--- config.mk ---
export PLATFORM = sky130hd
export DESIGN_NAME = alu
export DESIGN_NICKNAME = d
export VERILOG_FILES = /design/src/rtl/alu_pkg.sv /design/src/rtl/alu_addsub_core.sv /design/src/rtl/alu.sv
export SDC_FILE = /design/constraint.sdc
export NUM_CORES = 1
export LEC_CHECK = 0
export BUFFER_PORTS_ARGS = -buffer_cell sky130_fd_sc_hd__clkbuf_2
export CAP_MARGIN = 40
export CORE_ASPECT_RATIO = 0.7
export CORE_UTILIZATION = 35
export DETAILED_ROUTE_END_ITERATION = 12
export HOLD_SLACK_MARGIN = 0.15
export PLACE_DENSITY = 0.61
export SLEW_MARGIN = 20
export SYNTH_ARGS = -nofsm -noshare
export SYNTH_HDL_FRONTEND = slang
export SYNTH_HIERARCHICAL = 1
export SYNTH_SLANG_ARGS = --single-unit
--- constraint.sdc ---
create_clock -name CLOCK_50 -period 5.55 [get_ports CLOCK_50]
set_input_delay 1.11 -clock CLOCK_50 [delete_from_list [all_inputs] [get_ports CLOCK_50]]
set_output_delay 1.11 -clock CLOCK_50 [all_outputs]
set_load 0.05 [all_outputs]
--- src/rtl/alu_pkg.sv ---
// Shared definitions for the add/subtract ALU: width, flag bit positions and operation encoding.
package alu_pkg;
  localparam int ALU_WIDTH = 16;

  localparam int FLAG_Z = 3;
  localparam int FLAG_N = 2;
  localparam int FLAG_C = 1;
  localparam int FLAG_V = 0;

  typedef enum logic {
    ADD = 1'b0,
    SUB = 1'b1
  } alu_op_t;
endpackage

--- src/rtl/alu_addsub_core.sv ---
// Combinational add/subtract core: produces the raw sum, carry-out and signed overflow.
module alu_addsub_core
  import alu_pkg::*;
#(
  parameter int WIDTH = ALU_WIDTH
) (
  input  logic [WIDTH-1:0] rx,
  input  logic [WIDTH-1:0] ry,
  input  logic             sub,
  output logic [WIDTH-1:0] sum,
  output logic             carry,
  output logic             overflow,
  output logic             pos_overflow
);
  logic [WIDTH-1:0] w_b;
  logic [WIDTH:0]   w_sum;

  // Subtract is rx + ~ry + 1, so the carry-in doubles as the subtract select.
  assign w_b   = sub ? ~ry : ry;
  assign w_sum = {1'b0, rx} + {1'b0, w_b} + {{WIDTH{1'b0}}, sub};

  assign sum      = w_sum[WIDTH-1:0];
  assign carry    = w_sum[WIDTH];
  assign overflow = (rx[WIDTH-1] == w_b[WIDTH-1]) && (w_sum[WIDTH-1] != rx[WIDTH-1]);
  // Two non-negative operands can only overflow upwards.
  assign pos_overflow = overflow && !rx[WIDTH-1];
endmodule

--- src/rtl/alu.sv ---
// 16-bit add/subtract ALU with combinational result and registered {Z,N,C,V} flags.
// Optional feature: define ALU_SATURATE_EN to clamp the result on signed overflow.
module alu
  import alu_pkg::*;
#(
  parameter int WIDTH = ALU_WIDTH
) (
  input  logic             CLOCK_50,
  input  logic             reset,
  input  logic [WIDTH-1:0] rx,
  input  logic [WIDTH-1:0] ry,
  input  logic             addsub,
  input  logic             flag_we,
  output logic [WIDTH-1:0] results,
  output logic [3:0]       flags
);
  alu_op_t          w_op;
  logic [WIDTH-1:0] w_sum;
  logic             w_carry;
  logic             w_overflow;
  logic             w_pos_overflow;
  logic [WIDTH-1:0] w_result;
  logic [3:0]       w_flags;
  logic [3:0]       r_flags;

  assign w_op = alu_op_t'(addsub);

  alu_addsub_core #(.WIDTH(WIDTH)) u_core (
    .rx           (rx),
    .ry           (ry),
    .sub          (w_op == SUB),
    .sum          (w_sum),
    .carry        (w_carry),
    .overflow     (w_overflow),
    .pos_overflow (w_pos_overflow)
  );

`ifdef ALU_SATURATE_EN
  always_comb begin
    w_result = w_sum;
    if (w_overflow)
      w_result = w_pos_overflow ? {1'b0, {(WIDTH-1){1'b1}}} : {1'b1, {(WIDTH-1){1'b0}}};
  end
`else
  logic w_unused;
  assign w_unused = w_pos_overflow;
  assign w_result = w_sum;
`endif

  assign results = w_result;

  // Z and N follow the final (possibly clamped) result; C always comes from the raw sum.
  always_comb begin
    w_flags         = 4'b0000;
    w_flags[FLAG_Z] = (w_result == '0);
    w_flags[FLAG_N] = w_result[WIDTH-1];
    w_flags[FLAG_C] = w_carry;
    w_flags[FLAG_V] = w_overflow;
  end

  always_ff @(posedge CLOCK_50 or posedge reset) begin
    if (reset)
      r_flags <= 4'b0000;
    else if (flag_we)
      r_flags <= w_flags;
  end

  assign flags = r_flags;
endmodule

Word level (Yosys, flattened, before mapping)
Index checks and enable logic that the tools add are counted.
{ "op_classes": {"n_addsub": 2, "n_mul": 0, "div_mod_pow": 0, "magnitude_cmp": 0, "n_eq_ne": 2, "shifts": 0, "muxes": 1, "bitwise_logic": 1, "n_reduce_logical": 2} }
{ "op_table": {"columns": ["op", "count"], "rows": [
  ["$add A16 B16 Y17", 1],
  ["$add A17 B1 Y17", 1],
  ["$logic_not A16 Y1", 1],
  ["$mux W16", 1],
  ["$not A16 Y16", 1],
  ["$eq A1 B1 Y1", 1],
  ["$logic_and A1 B1 Y1", 1],
  ["$ne A1 B1 Y1", 1]
]} }
{ "totals": {"ff_bits": 4, "latch_bits": 0, "mem_bits_rw": 0, "rom_bits": 0, "input_bits": 36, "n_memories": 0} }

Logic depth before layout (Yosys ltp)
{ "logic_depth": {"word_depth": 6, "ltp_mapped": 13} }

Modules after synthesis
The synthesis kept the hierarchy.
{ "by_module_without_submodules": {"columns": ["module", "instances", "cells_per_inst", "area_each_um2"], "rows": [
  ["alu_addsub_core", 1, 146, 1063.5],
  ["alu", 1, 16, 196.4]
]} }

Least setup slack after synthesis
OpenSTA, ideal clock, no wires.
{ "synth_path": {"kind": "input to output", "start": "input port addsub", "end": "output port results[12]", "arrival_ns": 4.029, "t_required_ns": 4.440, "path_slack_ns": 0.411, "stages": 9, "path_buffers": 2, "path_cell_list": "buf_4 > buf_2 > xor2_1 > ha_1 > and3_1 > a31o_2 > a21oi_1 > nand2_1 > o311ai_1"} }
{ "synth_between": {"elab_chain_len": 3} }
{ "synth_rtl": {"columns": ["element", "line", "text"], "rows": [
  ["start, declared", "alu.sv:12", "input logic addsub,"],
  ["$mux W16", "alu_addsub_core.sv:19", "assign w_b = sub ? ~ry : ry;"],
  ["$add A16 B16 Y17", "alu_addsub_core.sv:20", "assign w_sum = {1'b0, rx} + {1'b0, w_b} + {{WIDTH{1'b0}}, sub};"],
  ["$add A17 B1 Y17 (*)", "alu_addsub_core.sv:20", null],
  ["end, declared", "alu.sv:14", "output logic [WIDTH-1:0] results,"]
]} }
Every way passes the cells marked *; elsewhere a longest branch is shown, timed or not.

Final worst setup path
Same ends and word-level chain as after synthesis.

==> flow_metrics.tcl <==
set metrics [dict create \
    port_buffers 55 \
    drv_slew 0 \
    cts_setup_buffers 0 \
    dp_hpwl_mm 2.76 \
    drt_iter0_drc 47 \
    drive_gt1_share_pct 34.1 \
    period_needed_ps 4780 \
    vias 1351 \
    nNetsFinal 268 \
    antenna_found_initial 0 \
    area_growth_pct 27.5 \
    setup_viol 0 \
    netlist_area_um2 1250 \
    coreArea_um2 3280 \
    cts_root_buf "clkbuf_8" \
    die_h_um 52.1 \
    n_antenna_cell 0 \
    hold_buffers 0 \
    drt_wl_total_mm 3.26 \
    via_per_inst 5.18 \
    cp_data_required_time_ps 4440 \
    grt_first_pass_wirelength_mm 5.46 \
    fmax_mhz 209 \
    avgSynthCellArea_um2 7.79 \
    grt_max_degree 17 \
    clk_pin_slew_ps 30 \
    track_usage_pct 18.4 \
    first_global_vias 1187 \
    finalHoldViolCount 0 \
    worstHoldPathType "reg -> reg" \
    irDropWorstVdd_uv 190 \
    fin_crit_sh_pct 86.1 \
    gp_congestion 0.837 \
    multi_input_area_um2 1100 \
    endpoint_kind "output pin" \
    p_total_mw 0.500 \
    remaining_drc_errors 0 \
    yosys_warnings 6 \
    cts-resized-gates 0 \
    std_cell_rows 17 \
    tns_ps 0 \
    pin_count 56 \
    routedWlPerCell_um 12.5 \
    leakagePower_nw 0.779 \
    pwr-share-seq_pct 7.6 \
    die_w_um 73.5 \
    initial_core_util_pct 38.3 \
    largest_register_ffs 4 \
    seq_area_um2 100 \
    synth_cells 161 \
    worstMarginPinSlew_ps 518 \
    rrSetupSlack_ps 4790 \
    power_frac_clock_pct 12.3 \
    cp-endpoint "results[12]" \
    htree_levels 1 \
    synth_nets 213 \
    cts_inserted_buffers 3 \
    fillers 361 \
    startpoint "addsub" \
    cellPowerDensity_nw_per_um2 313 \
    clkSinkCount 4 \
    cp_max_fo 16 \
    internal-power_mw 0.194 \
    crit_type "in -> out" \
    p_sw_mw 0.307 \
    maxCapViolCount 0 \
    die-area_um2 3830 \
    cts_tree "done" \
    combinationalPowerShare_pct 80.0 \
    reg2reg_from "flags[0]" \
    reg2reg_depth 1 \
    ant_nets 0 \
    clock_skew_ps 0 \
    cts_buffer_depth 2 \
    cp-start-kind "input port" \
    status "complete, no violations" \
    clock_latency_ps 220 \
    slew_headroom_pct 65.5 \
    rsz0062_at_grt "false" \
    switching_share_pct 61.3 \
    r2r_end "flags[0]" \
    drt_pass1_iterations 4 \
    cp.arrival_ps 3670 \
    overflow 0 \
]
## stage by stage
stage / setup slack (ps) / cells / hold WS, ps / utilization, % / area, um2
5_1_grt: 558 / 261 / 516 / 48.8 / 1600
4_1_cts: 762 / 261 / 490 / 48.8 / 1600
3_5_place_dp: 761 / 258 / 483 / 47.6 / 1560
2_1_floorplan: 411 / 161 / 784 / - / 1250
3_3_place_gp: 759 / 258 / 476 / 47.6 / 1560
6_report: 772 / 261 / 485 / 48.8 / 1600
## worst min path at each step
stage / start / endpoint / cells past startpoint
after global routing: flags[1] / flags[1] / 1
after CTS: flags[0] / flags[0] / 1
final: flags[0] / flags[0] / 1
after floorplan: flags[3] / flags[3] / 2
after global placement: flags[0] / flags[0] / 1
after detailed placement: flags[0] / flags[0] / 1
## cells in the final DEF, fill, tap and decap left out, drive strengths merged, types with 6 or more instances in the layout
master and count:
clkbuf 58, xor2 23, a21oi 17, ha 15, o21ai 10, nand3 9
nor2 8, nand2 8, inv 7, nand2b 6
## critical path, stage by stage
cell and delay [ps]:
clkbuf_2 320, xor2_1 260, ha_1 390, and3_1 240
a31o_2 240, a21oi_1 250, nand2_1 130, o311ai_1 370
clkbuf_2 350
## layout make-up
cell class	instances	share of cell area, %
repair buffers	55	17.2
flip-flops and latches	4	6.26
clock buffers	3	2.58
inverters	7	1.64
well taps	47	3.68
multi-input cells	145	68.6
## power groups by stage
stage	Combinational (mW)	Sequential, mW	Clock [mW]
final	0.400	0.0381	0.0617
after global routing	0.429	0.0387	0.0647
after CTS	0.400	0.0381	0.0640
after detailed placement	0.399	0.0385	0
after global placement	0.400	0.0380	0
after floorplan	0.290	0.0601	0
## per-layer routing
| metal | up-vias | share of wire (%) | global-route usage [%] |
|---|---|---|---|
| li1 | 708 | - | - |
| met3 | 5 | 7.6 | 3.88 |
| met5 | - | 0 | 0 |
| met1 | 582 | 53 | 28.5 |
| met4 | 0 | 0.92 | 5.13 |
| met2 | 56 | 38 | 24.8 |
Note: power is estimated with default switching activity, not from simulation.
